`src/rtl/multicycle_pkg.sv`:
```
// Shared types and encodings for the multicycle RV32I control FSM.
package multicycle_pkg;

  typedef enum logic [3:0] {
    FETCH, DECODE, MEMADR, MEMREAD, MEMWB, MEMWR,
    EXECR, EXECI, ALUWB, JAL, BRANCH, ERROR
  } state_t;

  localparam logic [6:0] OP_LW     = 7'b0000011;
  localparam logic [6:0] OP_SW     = 7'b0100011;
  localparam logic [6:0] OP_RTYPE  = 7'b0110011;
  localparam logic [6:0] OP_ITYPE  = 7'b0010011;
  localparam logic [6:0] OP_BRANCH = 7'b1100011;
  localparam logic [6:0] OP_JAL    = 7'b1101111;

  localparam logic [3:0] ALU_ADD = 4'b0000;
  localparam logic [3:0] ALU_SUB = 4'b0001;
  localparam logic [3:0] ALU_AND = 4'b0010;
  localparam logic [3:0] ALU_OR  = 4'b0011;
  localparam logic [3:0] ALU_XOR = 4'b0100;
  localparam logic [3:0] ALU_SLT = 4'b0101;
  localparam logic [3:0] ALU_SLL = 4'b0110;
  localparam logic [3:0] ALU_SRA = 4'b0111;
  localparam logic [3:0] ALU_SRL = 4'b1000;

  localparam logic [1:0] IMM_I = 2'b00;
  localparam logic [1:0] IMM_S = 2'b01;
  localparam logic [1:0] IMM_B = 2'b10;
  localparam logic [1:0] IMM_J = 2'b11;

  localparam logic [1:0] SRCA_PC    = 2'b00;
  localparam logic [1:0] SRCA_OLDPC = 2'b01;
  localparam logic [1:0] SRCA_A     = 2'b10;

  localparam logic [1:0] SRCB_WD   = 2'b00;
  localparam logic [1:0] SRCB_IMM  = 2'b01;
  localparam logic [1:0] SRCB_FOUR = 2'b10;

  localparam logic [1:0] RES_ALUOUT    = 2'b00;
  localparam logic [1:0] RES_DATA      = 2'b01;
  localparam logic [1:0] RES_ALURESULT = 2'b10;

endpackage

```
`src/rtl/multicycle_aludec.sv`:
```
// Combinational ALU decoder: funct3/funct7b5/op[5] to ALUControl, with add/sub overrides.
module multicycle_aludec
  import multicycle_pkg::*;
(
  input  logic [2:0] funct3,
  input  logic       funct7b5,
  input  logic       op5,
  input  logic       force_add,
  input  logic       force_sub,
  output logic [3:0] alu_control
);

  always_comb begin
    alu_control = ALU_ADD;
    if (force_sub) begin
      alu_control = ALU_SUB;
    end else if (!force_add) begin
      case (funct3)
        // Immediate forms never subtract, so op[5] qualifies the sub.
        3'b000:  alu_control = (funct7b5 && op5) ? ALU_SUB : ALU_ADD;
        3'b001:  alu_control = ALU_SLL;
        3'b010:  alu_control = ALU_SLT;
        3'b100:  alu_control = ALU_XOR;
        3'b101:  alu_control = funct7b5 ? ALU_SRA : ALU_SRL;
        3'b110:  alu_control = ALU_OR;
        3'b111:  alu_control = ALU_AND;
        default: alu_control = ALU_ADD;
      endcase
    end
  end

endmodule

```
`src/rtl/multicycle_ctrl.sv`:
```
// Multicycle RV32I control FSM with memory-ready stalls, retire counter and illegal-op trap.
// Optional blt/bge branch support: define MULTICYCLE_CTRL_BLT_EN.
module multicycle_ctrl
  import multicycle_pkg::*;
#(
  parameter int CNT_W = 32
) (
  input  logic             clk,
  input  logic             reset,
  input  logic [6:0]       op,
  input  logic [2:0]       funct3,
  input  logic             funct7b5,
  input  logic             Zero,
  input  logic             N,
  input  logic             V,
  input  logic             mem_ready,
  output logic             PCWrite,
  output logic             AdrSrc,
  output logic             MemWrite,
  output logic             IRWrite,
  output logic [1:0]       ResultSrc,
  output logic [1:0]       ALUSrcA,
  output logic [1:0]       ALUSrcB,
  output logic [1:0]       ImmSrc,
  output logic             RegWrite,
  output logic [3:0]       ALUControl,
  output logic             trap,
  output logic [CNT_W-1:0] instret
);

  state_t           state_q, state_d;
  logic [CNT_W-1:0] instret_q, instret_d;
  logic             retire;
  logic             br_taken;
  logic             force_add, force_sub;
  logic             pc_write, ir_write, mem_write, reg_write;

  always_comb begin
    br_taken = 1'b0;
    case (funct3)
      3'b000:  br_taken = Zero;
      3'b001:  br_taken = ~Zero;
`ifdef MULTICYCLE_CTRL_BLT_EN
      3'b100:  br_taken = N ^ V;
      3'b101:  br_taken = ~(N ^ V);
`endif
      default: br_taken = 1'b0;
    endcase
  end

`ifndef MULTICYCLE_CTRL_BLT_EN
  logic unused_flags;
  assign unused_flags = N ^ V;
`endif

  always_comb begin
    case (op)
      OP_SW:     ImmSrc = IMM_S;
      OP_BRANCH: ImmSrc = IMM_B;
      OP_JAL:    ImmSrc = IMM_J;
      default:   ImmSrc = IMM_I;
    endcase
  end

  always_comb begin
    state_d   = state_q;
    instret_d = instret_q;
    retire    = 1'b0;
    pc_write  = 1'b0;
    ir_write  = 1'b0;
    mem_write = 1'b0;
    reg_write = 1'b0;
    AdrSrc    = 1'b0;
    ResultSrc = RES_ALUOUT;
    ALUSrcA   = SRCA_PC;
    ALUSrcB   = SRCB_WD;
    force_add = 1'b1;
    force_sub = 1'b0;
    case (state_q)
      FETCH: begin
        ALUSrcB   = SRCB_FOUR;
        ResultSrc = RES_ALURESULT;
        ir_write  = mem_ready;
        pc_write  = mem_ready;
        if (mem_ready) state_d = DECODE;
      end
      DECODE: begin
        ALUSrcA = SRCA_OLDPC;
        ALUSrcB = SRCB_IMM;
        case (op)
          OP_LW, OP_SW: state_d = MEMADR;
          OP_RTYPE:     state_d = EXECR;
          OP_ITYPE:     state_d = EXECI;
          OP_BRANCH:    state_d = BRANCH;
          OP_JAL:       state_d = JAL;
          default:      state_d = ERROR;
        endcase
      end
      MEMADR: begin
        ALUSrcA = SRCA_A;
        ALUSrcB = SRCB_IMM;
        state_d = (op == OP_LW) ? MEMREAD : MEMWR;
      end
      MEMREAD: begin
        AdrSrc = 1'b1;
        if (mem_ready) state_d = MEMWB;
      end
      MEMWB: begin
        ResultSrc = RES_DATA;
        reg_write = 1'b1;
        retire    = 1'b1;
        state_d   = FETCH;
      end
      MEMWR: begin
        AdrSrc    = 1'b1;
        mem_write = 1'b1;
        if (mem_ready) begin
          retire  = 1'b1;
          state_d = FETCH;
        end
      end
      EXECR: begin
        ALUSrcA   = SRCA_A;
        force_add = 1'b0;
        state_d   = ALUWB;
      end
      EXECI: begin
        ALUSrcA   = SRCA_A;
        ALUSrcB   = SRCB_IMM;
        force_add = 1'b0;
        state_d   = ALUWB;
      end
      ALUWB: begin
        reg_write = 1'b1;
        retire    = 1'b1;
        state_d   = FETCH;
      end
      JAL: begin
        ALUSrcA  = SRCA_OLDPC;
        ALUSrcB  = SRCB_FOUR;
        pc_write = 1'b1;
        state_d  = ALUWB;
      end
      BRANCH: begin
        ALUSrcA   = SRCA_A;
        force_sub = 1'b1;
        pc_write  = br_taken;
        retire    = 1'b1;
        state_d   = FETCH;
      end
      ERROR:   state_d = ERROR;
      default: state_d = ERROR;
    endcase
    if (retire) instret_d = instret_q + {{(CNT_W-1){1'b0}}, 1'b1};
  end

  always_ff @(posedge clk or negedge reset) begin
    if (!reset) begin
      state_q   <= FETCH;
      instret_q <= '0;
    end else begin
      state_q   <= state_d;
      instret_q <= instret_d;
    end
  end

  multicycle_aludec u_aludec (
    .funct3      (funct3),
    .funct7b5    (funct7b5),
    .op5         (op[5]),
    .force_add   (force_add),
    .force_sub   (force_sub),
    .alu_control (ALUControl)
  );

  // Reset lands in FETCH, whose enables follow mem_ready, so gate them with reset.
  assign PCWrite  = reset & pc_write;
  assign IRWrite  = reset & ir_write;
  assign MemWrite = reset & mem_write;
  assign RegWrite = reset & reg_write;
  assign trap     = (state_q == ERROR);
  assign instret  = instret_q;

endmodule
```
`config.mk`:
```
export PLATFORM = sky130hd
export DESIGN_NAME = multicycle_ctrl
export DESIGN_NICKNAME = d
export VERILOG_FILES = /design/src/rtl/multicycle_pkg.sv /design/src/rtl/multicycle_aludec.sv /design/src/rtl/multicycle_ctrl.sv
export SDC_FILE = /design/constraint.sdc
export NUM_CORES = 1
export LEC_CHECK = 0
export BUFFER_PORTS_ARGS = -buffer_cell sky130_fd_sc_hd__buf_2
export CORE_ASPECT_RATIO = 1.2
export CORE_MARGIN = 2
export CORE_UTILIZATION = 55
export CTS_CLUSTER_DIAMETER = 40
export DETAILED_ROUTE_END_ITERATION = 10
export GPL_ROUTABILITY_DRIVEN = 1
export PLACE_DENSITY = 0.91
export SYNTH_ARGS = -nofsm -noshare
export SYNTH_HDL_FRONTEND = slang
export SYNTH_SLANG_ARGS = --single-unit
```
`constraint.sdc`:
```
create_clock -name clk -period 3.8 [get_ports clk]
set_input_delay 0.57 -clock clk [delete_from_list [all_inputs] [get_ports clk]]
set_output_delay 0.57 -clock clk [all_outputs]
set_load 0.02 [all_outputs]
```
# ---- Word level (Yosys, flattened, before mapping)
# Cells that the tools add are included.
dict set report word_totals {
  wordCells 72
  ff_bits 36
  input_bits 17
  out_inout_bits 50
}
dict set report op_classes {
  n_mux 24
  eq_ne 26
  bitwise 5
  n_addsub 1
  n_reduce_logical 14
}
# operator count
set ops {}
lappend ops {{4-bit case mux with 7 select lines} 2}
lappend ops {{32-bit by 1-bit adder with 32-bit output (second input constant)} 1}
lappend ops {{4-bit two-way mux} 6}
lappend ops {{4-bit case mux with 5 select lines} 1}
lappend ops {{4-bit by 3-bit == test with 1-bit output (second input constant)} 4}
lappend ops {{4-bit == test (second input constant)} 4}
lappend ops {{7-bit by 6-bit == test with 1-bit output (second input constant)} 2}
lappend ops {{7-bit == test (second input constant)} 2}
lappend ops {{3-bit == test (second input constant)} 4}
lappend ops {{2-bit case mux with 2 select lines} 3}
lappend ops {{2-bit OR reduction} 6}
lappend ops {{3-bit OR reduction} 3}
lappend ops {{4-bit by 2-bit == test with 1-bit output (second input constant)} 2}
lappend ops {{7-bit by 2-bit == test with 1-bit output (second input constant)} 1}
lappend ops {{7-bit by 5-bit == test with 1-bit output (second input constant)} 1}
lappend ops {{1-bit two-way mux} 7}
lappend ops {{2-bit != test (second input constant)} 3}
lappend ops {{2-bit case mux with 3 select lines} 1}
lappend ops {{1-bit bitwise AND} 4}
lappend ops {{4-bit by 1-bit == test with 1-bit output (second input constant)} 1}
lappend ops {{4-bit logical NOT} 1}
lappend ops {{1-bit case mux with 2 select lines} 2}
lappend ops {{4-bit OR reduction} 1}
lappend ops {{3-bit by 1-bit == test with 1-bit output (second input constant)} 1}
lappend ops {{other kinds (7)} 7}

# ---- Depth between registers and ports, before layout
# Gate-level depths: netlist (run 1).
dict set report depth {
  ltp_word 5
  mapped_depth 6
  ltp_nobuf 5
}

# ---- By module
# A second synthesis (run 1) with hierarchy kept.
dict set report unflattened {
  cells_unflattened 243
  area_unflattened_um2 2361.0
}
# module cells_each seq_area_each_um2 area_each_um2 instances
set modules_own_cells {}
lappend modules_own_cells {multicycle_ctrl 229 900.9 2254.7 1}
lappend modules_own_cells {multicycle_aludec 14 0.0 106.4 1}

# ---- Worst setup path after synthesis (run 1)
# OpenSTA, ideal clock, no wires.
dict set report synth_path {
  path_type {register -> output}
  startpoint {register state_q[3]}
  endpoint {output ALUControl[2]}
  path_slack_ns 1.273
  required_ns 3.230
  n_path_buf 1
  path_stages_with_launch 5
  arrival_time_ns 1.957
  cell_sequence {dfrtp_1 buf_2 nor2b_1 nand2_1 a2111oi_0}
}
dict set report synth_between {
  elab_chain_len 4
  elab_cells_between_ends 7
  classes_between {3 x eq/ne; 3 x mux; 1 x reduce/logical}
}
# element line_no
set synth_rtl {}
lappend synth_rtl {{start: declaration} multicycle_ctrl.sv:31} ;# state_t state_q, state_d;
lappend synth_rtl {{start signal: assignment} multicycle_ctrl.sv:162} ;# state_q <= state_d;
lappend synth_rtl {{4-bit by 3-bit == test with 1-bit output} multicycle_ctrl.sv:79} ;# case (state_q)
lappend synth_rtl {{2-bit OR reduction (no line)} --}
lappend synth_rtl {{4-bit two-way mux} multicycle_aludec.sv:17} ;# end else if (!force_add) begin
lappend synth_rtl {{4-bit two-way mux (*)} multicycle_aludec.sv:15} ;# if (force_sub) begin
lappend synth_rtl {{end: declaration} multicycle_ctrl.sv:26} ;# output logic [3:0] ALUControl,
# Every way passes the cells marked *; elsewhere a longest branch is shown, timed or not.

# ---- Worst setup path after layout (run 1)
dict set report layout_path {
  startpoint {register state_q[3]}
  endpoint {output PCWrite}
}
dict set report layout_between {
  elab_chain_len 3
  elab_cells_between_ends 5
  classes_between {2 x eq/ne; 1 x mux; 1 x bitwise; 1 x reduce/logical}
}
# element line_no
set layout_rtl {}
lappend layout_rtl {{4-bit == test / 4-bit logical NOT (equally long branches)} multicycle_ctrl.sv:79}
lappend layout_rtl {{1-bit case mux with 3 select lines (*)} multicycle_ctrl.sv:79}
lappend layout_rtl {{1-bit bitwise AND (*)} multicycle_ctrl.sv:177} ;# assign PCWrite = reset & pc_write;
lappend layout_rtl {{end: declaration} multicycle_ctrl.sv:17} ;# output logic PCWrite,
# Marked as above.

==> results of run 1 <==
-- logic make-up (layout without fill, tap and decap cells) --
family | count (synthesis) | after routing | share of synthesized area (%)
buf+inv | 20 | 80 | 3.74
fa+ha+maj | 1 | 1 | 0.542
flops | 36 | 36 | 39.0
compound gates | 27 | 27 | 9.32
mux | 3 | 3 | 1.36
simple gates | 113 | 113 | 32.7
xor+xnor | 35 | 35 | 13.3
-- area by class of cell --
cell class	count	area (µm²)
multi-input combinational	179	1320
inverter	7	26.3
fill	335	1220
tap	54	67.6
sequential	36	901
timing repair buffer	66	335
clock buffer	7	96.3
-- registers in the layout, indices dropped and copies added, names as in the netlist --
name	count
state_q	4
instret	32
-- layout by cell type, fill, tap and decap left out, types with 2 or more instances in the layout --
cell type,count
sky130_fd_sc_hd__buf_2,64
sky130_fd_sc_hd__dfrtp_1,36
sky130_fd_sc_hd__xor2_1,23
sky130_fd_sc_hd__nor2_1,17
sky130_fd_sc_hd__nand2_1,12
sky130_fd_sc_hd__xnor2_1,12
sky130_fd_sc_hd__nand3_1,11
sky130_fd_sc_hd__nor4_2,9
sky130_fd_sc_hd__and3_1,8
sky130_fd_sc_hd__nor3_1,8
sky130_fd_sc_hd__inv_1,7
sky130_fd_sc_hd__clkbuf_8,7
sky130_fd_sc_hd__nand2b_1,6
sky130_fd_sc_hd__nor4_1,6
sky130_fd_sc_hd__nand4_1,6
sky130_fd_sc_hd__nor2b_1,5
sky130_fd_sc_hd__a21oi_1,4
sky130_fd_sc_hd__and4_1,4
sky130_fd_sc_hd__and2_1,4
sky130_fd_sc_hd__o21a_1,3
sky130_fd_sc_hd__nor3b_1,3
sky130_fd_sc_hd__o21ai_0,3
sky130_fd_sc_hd__a22oi_1,2
sky130_fd_sc_hd__and3b_1,2
sky130_fd_sc_hd__a21o_1,2
sky130_fd_sc_hd__a211oi_1,2
sky130_fd_sc_hd__mux2i_1,2
sky130_fd_sc_hd__o311ai_2,2
sky130_fd_sc_hd__buf_4,2
-- path summary, 6_finish.rpt --
check / start / end / slack (ns) / cells past startpoint
max: state_q[3] / PCWrite / 1.11 / 5
min: reset / state_q[2] / 0.10 / 1
max reg2reg: state_q[3] / instret[19] / 1.58 / 4
min reg2reg: instret[31] / instret[31] / 0.48 / 1
max in group asynchronous: reset / instret[8] / 3.06 / 2
min in group clk: instret[31] / instret[31] / 0.48 / 1
-- through the flow --
stage	setup WS [ns]	instance area (µm²)	total power, mW
detailed placement	1.38	2650	1.14
global placement	1.37	2650	1.13
floorplan	1.27	2310	0.997
CTS	1.11	2750	1.44
global route	0.935	2750	1.52
finish	1.11	2750	1.43
-- routing by layer --
| layer | GRT usage [%] | vias up |
|---|---|---|
| met4 | 8.15 | 0 |
| li1 | - | 969 |
| met1 | 29.5 | 944 |
| met5 | 0 | - |
| met2 | 35.9 | 70 |
| met3 | 3.44 | 6 |
-- power by group --
part           switching (mW)  internal [mW]
logic                   0.303          0.239
registers               0.162          0.431
clock network           0.130          0.161
-- worst max-delay path: cells and delay by family (launching register included) --
family	cells	cell delay, ns
compound gates	2	0.49
buf+inv	1	0.19
flops	1	0.81
simple gates	2	0.34
==> results list, run 1 <==
* Starting density of the core: between 50% and 60%
- In this run the tightest slew margin relative to its limit is a little under half.
* Clock tree root buffer cell: sky130_fd_sc_hd__clkbuf_8
* Synth Flop Type: sky130_fd_sc_hd__dfrtp_1
* Post-route worst hold slack: between 0.1 and 0.15 ns
* Syn Nets: ~250
* Critical-path cell with the highest stage delay: sky130_fd_sc_hd__dfrtp_1
- For this design the ratio of total power to cell area is slightly above 500 mW/mm².
* Post-synthesis sequential area ratio: between 30% and 40%
* Outcome: finished, final reports clean
* Floorplan die area: 0.00473 mm²
- CTS sink cnt: 36
- Signal routing reaches up to met4.
- The floorplan step set the die width to 63.1 µm.
- Clock H-tree levels: 2
- Total number of vias: 1989
- Clock buffer depth: 2
- Post-cts gate resize count: 0
- On the worst path, the slowest cell contributes a delay of between 0.8 and 0.9 ns.
- The congestion estimate from routability-driven global placement came to 0.786.
- Element type at the critical path end: primary output
- Once detail routing completed, the nets flagged for antenna violations numbered 0.
* GRT overflow: 0
- The first global-routing pass estimated approximately 8 mm of wire.
* Final clock skew: 0.00589 ns
- Number of instances in the synthesized netlist: about 240
- Endpoint required time on the critical path: about 3.2 ns
* Count of pins on the block boundary: 67
- After detailed placement, the design holds a cell count of around 340.
- Maxcap violations: 0
- Post-CTS setup buffer count: 0
- Final number of hold-violating endpoints: 0
- Post-synth top cells: 36 x sky130_fd_sc_hd__dfrtp_1, 23 x sky130_fd_sc_hd__xor2_1, 17 x sky130_fd_sc_hd__nor2_1, 12 x sky130_fd_sc_hd__nand2_1, 12 x sky130_fd_sc_hd__xnor2_1
- The biggest area contributor in the post-synthesis netlist is sky130_fd_sc_hd__dfrtp_1.
- After clock tree synthesis, the flow added hold-fix buffers numbering 0.
* Antenna violations before repair: 0
- Of all nets on the critical path, the largest fanout is 21.
* Detailed-route DRC error count: 0
- Of the cells placed in the final design, the portion with a size suffix greater than 1 is 31.5%.
- For this block, wires on met1 add up to 2.25 mm.
- Achievable Freq: 372 MHz
- Entering global routing, the biggest net connects 33 pins.
- Via/cell ratio: ~5.7
- Setup violations remaining at the end of the flow were counted as 0.
- Routed len/inst: roughly 14 µm
* Total inserted antenna cells: 0
- Setup repair after global routing left no endpoint under its margin.
- The top cell type by area accounts for 39.0% of the synthesized area.
- For this run, asynchronously set or reset flops after synthesis account for between 90% and 100%.
* Most frequent cell after synthesis: sky130_fd_sc_hd__dfrtp_1
* Type of the tightest min-delay check: primary input to async pin
- First-iteration detailed-routing DRC count: between 150 and 200
- Total Negative Setup Slacks: 0 ns
- Worst skew pair latency: between 0.2 and 0.3 ns
* Maximum vdd drop: between 0.4 and 0.5 mV
- Yosys mapped a number of flops with a built-in enable equal to 0.
* Final cycle utilization of the critical path: between 70% and 80%
- Summed over all cells, the static leakage comes to about 1.4 nW.
* Quantity of I/O buffers inserted on ports: 64
- Leaving out filler cells and counting taps, the final layout contains about 350.
- In the detailed route, the total length drawn on met3 is roughly 240 µm.
- Distinct cell type count of the synthesized netlist: 53
- Averaged over all synthesized cells, the footprint is approximately 9.8 µm².
- Startpoint types: flip-flop
* Clock slew seen by the registers of the worst setup and hold paths: 0.07 ns
- After the last flow step, the layout net total stands at 313.
- Arrival time worst endpoint: roughly 2.1 ns
* Area overhead of the layout relative to synthesis: 19.0%
- From bottom edge to top edge, the die measures 75.0 µm.
* Area inside the core boundary: approximately 0.004 mm²
- Yosys warning count: 0
- The routed design has ~4.9 mm of wire.
- Counting flops and latches in the post-synthesis netlist gives 36.
- Via count of the first global-routing pass: around 1700
- At the pin with the least slew margin, the transition time is about 0.80 ns.
- Counting the buffers created by CTS gives 5.
- Estimated wirelength of the detail-placed design: between 3 and 4 mm
- Utilization after layout: between 60% and 70%
- The critical path goes through nand2_1 > o32a_1 > a2bb2oi_1 > nor3b_1 > buf_2.
- Shortest clock period the worst path allows after layout: 2.69 ns
- The worst setup path is of the flip-flop to primary output kind.
- The final number of max-transition violations came to 0.
* Routed length on met2: ~2.4 mm
- CTS tree: yes
* Netlist area before placement: 0.00231 mm²
- Num rows: 25
- After synthesis, the cell types taking the most area are sky130_fd_sc_hd__dfrtp_1 39%, sky130_fd_sc_hd__xor2_1 8.7%, sky130_fd_sc_hd__nor4_2 4.9%, sky130_fd_sc_hd__xnor2_1 4.6%, sky130_fd_sc_hd__nor2_1 2.8%.
* Tot GR Track Use: a little over a fifth
- The first TritonRoute pass finished after 4 iterations.
Note: power is estimated with default switching activity, not from simulation.
==> inputs of run 2 (changes only) <==
--- a/config.mk
+++ b/config.mk
@@ -8,11 +8,11 @@
 export BUFFER_PORTS_ARGS = -buffer_cell sky130_fd_sc_hd__buf_2
 export CORE_ASPECT_RATIO = 1.2
 export CORE_MARGIN = 2
-export CORE_UTILIZATION = 55
+export CORE_UTILIZATION = 52
 export CTS_CLUSTER_DIAMETER = 40
 export DETAILED_ROUTE_END_ITERATION = 10
 export GPL_ROUTABILITY_DRIVEN = 1
-export PLACE_DENSITY = 0.91
+export PLACE_DENSITY = 0.87
 export SYNTH_ARGS = -nofsm -noshare
 export SYNTH_HDL_FRONTEND = slang
 export SYNTH_SLANG_ARGS = --single-unit
==> constraint.sdc (replaced) <==
create_clock -name clk -period 2.6 [get_ports clk]
set_input_delay 0.39 -clock clk [delete_from_list [all_inputs] [get_ports clk]]
set_output_delay 0.39 -clock clk [all_outputs]
set_load 0.02 [all_outputs]
==> results list, run 2 (synthesized netlist as in run 1, its figures left out) <==
- Summing internal, switching and leakage power gives 2.11 mW.
* Floorplan die width: about 65 µm
- Outcome: finished, final reports clean
- Count of pins on the block boundary: 67
* Total instance count after detailed placement: 349
- The analysis attributes to cell leakage a power of between 1 and 1.5 nW.
- Number of buffers inserted during clock tree synthesis: 5
- At the pin with the least slew margin, the transition time is ~0.57 ns.
- The register with the most flip-flops in the layout has 32 of them.
* CTS sink cnt: 36
- Share of total power in combinational logic: approximately 43%
- Clock H-tree levels: 2
* Total Negative Setup Slacks: 0 ns
- The first routing iteration left 172 violations.
- For this configuration, the core starts out at a cell density of a little over half.
* Max stage delay on crit path: between 0.6 and 0.7 ns
- Along the worst hold path, the cell count comes to 1.
* Post-CTS setup buffer count: 0
- Setup violations remaining at the end of the flow were counted as 0.
- For the worst setup path, the data required time is between 2 and 2.5 ns.
- The first TritonRoute pass finished after 4 iterations.
- CTS tree: yes
* Estimated wirelength of the detail-placed design: 3.62 mm
- The internal portion of the total power is between 1 and 1.5 mW.
- Post-layout instance count excluding filler cells: 357
- Setup repair after global routing missed its margin: no
* Critical path peak fanout: 13
- The endpoint identified for the worst register-to-register timing path is instret[23].
- # nets final: roughly 320
* Total wire length after detailed routing: a little under 5 mm
- Quantity of I/O buffers inserted on ports: 64
* Weighted congestion reported at the end of routability-driven placement: about 0.80
- The clock reaches the later pin of the worst-skew pair after 0.28 ns.
- Clock-pin slew was measured on the worst setup and hold paths at approximately 0.07 ns.
* Number of pins exceeding their max-slew limit in the final report: 0
* Type of the tightest min-delay check: flip-flop to flip-flop
* Num rows: 26
- In the final routed layout, each cell accounts on average for ~14 µm.
* Kind of critical path: flip-flop to primary output
- Worst-case register-to-register setup slack: approximately 0.60 ns
* Worst r2r src: instret[14]
- The worst setup path is captured at a primary output.
- Critical-path cell with the highest stage delay: sky130_fd_sc_hd__dfrtp_1
* Arrival time worst endpoint: between 1.5 and 2 ns
- Shortest clock period the worst path allows after layout: 2.31 ns
- Tot GR Track Use: a little over a fifth
* Maximum vdd drop: between 0.6 and 0.7 mV
* Share of layout cells above drive strength 1: 32.6%
- Measured in cells, the most critical reg-to-reg path has a length of 4.
- Relative to the synthesized area, the layout overhead comes to 21.2%.
- Share of total power in the clock network: roughly a fifth
- In this run the power density over the cells is approximately 760 mW/mm².
- The worst hold path begins at instret[7].
* Final number of hold-violating endpoints: 0
- The number of antenna violations at the first check in global routing is 0.
* Wire length of the first global-routing pass: approximately 8.5 mm
- The path with the worst hold slack has its endpoint at instret[7].
- The library cell used most frequently in the layout, excluding fill and tap cells, is sky130_fd_sc_hd__buf_2.
- Residual antenna-violating net count after detailed routing: 0
* Maxcap violations: 0
* Total number of vias: just over 2000
- Of the total power, registers draw 37.7%.
- No sink is reached through more buffers than the 2 on the longest clock path.
- Total inserted antenna cells: 0
* Worst-case headroom to the max-slew limit: between 60 and 70%
- In this run the clock root is driven by a sky130_fd_sc_hd__clkbuf_8.
- GRT overflow: 0
* Floorplan die area: 0.00499 mm²
- Startpoint types: flip-flop
- Sw frac: around 41%
* Die extent in y: 77.0 µm
- The number of global-route vias before repair is roughly 1900.
* Final clock skew: a little under 0.005 ns
- Of the available clock period, the critical path in the final layout requires roughly 90%.
* Via/cell ratio: 5.73
- Ordered list of cells on the worst path: nand2_1 > o32a_1 > a2bb2oi_1 > nor3b_1 > buf_2
* P_sw: just under 900 µW
- For this run, design rule violations remaining after detail routing come to 0.
- Achievable Freq: ~430 MHz
- Area inside the core boundary: ~0.0043 mm²
- The top cell types in the final layout, fill and taps aside, are 64 x sky130_fd_sc_hd__buf_2, 36 x sky130_fd_sc_hd__dfrtp_1, 23 x sky130_fd_sc_hd__xor2_1, 17 x sky130_fd_sc_hd__nor2_1.
- Pin count of the biggest net entering global routing: 33
[run 2: changes by cell type in the layout (fill, tap and decap cells not counted), sizes merged]
cell | before | now
dlygate4sd3 | 0 | 1
buf | 66 | 71
[run 2: how the worst max path moves through the flow]
stage | from | to | slack, ns | cells after the start
floorplan | state_q[3] | ALUControl[2] | 0.25 | 4
global placement | funct3[2] | PCWrite | 0.56 | 6
detailed placement | funct3[2] | PCWrite | 0.53 | 6
CTS | state_q[1] | PCWrite | 0.29 | 5
global route | state_q[0] | ALUSrcB[1] | 0.12 | 4
finish | state_q[1] | PCWrite | 0.29 | 5
[run 2: power by group through the flow]
stage               sequential, mW  clock (mW)  combinational, mW
CTS                          0.796       0.430              0.903
detailed placement           0.808           0              0.896
finish                       0.796       0.419              0.898
global placement             0.802           0              0.878
floorplan                    0.776           0              0.681
global route                 0.815       0.449              0.988
[run 2: area by class of cell]
cell class	instances	area, µm²
Timing Repair Buffer	72	383
Sequential cell	36	901
Clock buffer	7	96.3
Multi-Input combinational cell	179	1320
Inverter	7	26.3
Tap cell	56	70.1
Fill cell	349	1460
[run 2: through the flow]
stage               cell area [µm²]  setup slack, ns  util [%]  hold slack, ns
finish                         2800            0.288      65.6           0.481
floorplan                      2310            0.253         -          0.0944
global placement               2690            0.556      63.2           0.235
global route                   2800            0.124      65.6           0.521
CTS                            2800            0.290      65.6           0.483
detailed placement             2690            0.528      63.2           0.236
[run 2: what timing repair did]
item,in CTS,in global routing
resized for setup,0,0
endpoints found under the hold margin,4,0
hold buffers,1,0
[run 2: layer usage]
metal  vias to the layer above  share of wire (%)  GRT usage [%]  routed length [µm]
li1                        975                  -              -                   -
met1                       986                 43           26.3                2130
met2                        76                 51           36.6                2530
met3                         7                5.2           3.52                 259
met4                         0                1.0           6.60                  52
met5                         -                  0              0                   0
[run 2: critical path: cells and delay by family (launching register included)]
family                 cells  cell delay [ns]
buffers and inverters      1             0.20
DFF                        1             0.65
AOI/OAI and AO/OA          2             0.48
and+or+nand+nor            2             0.33
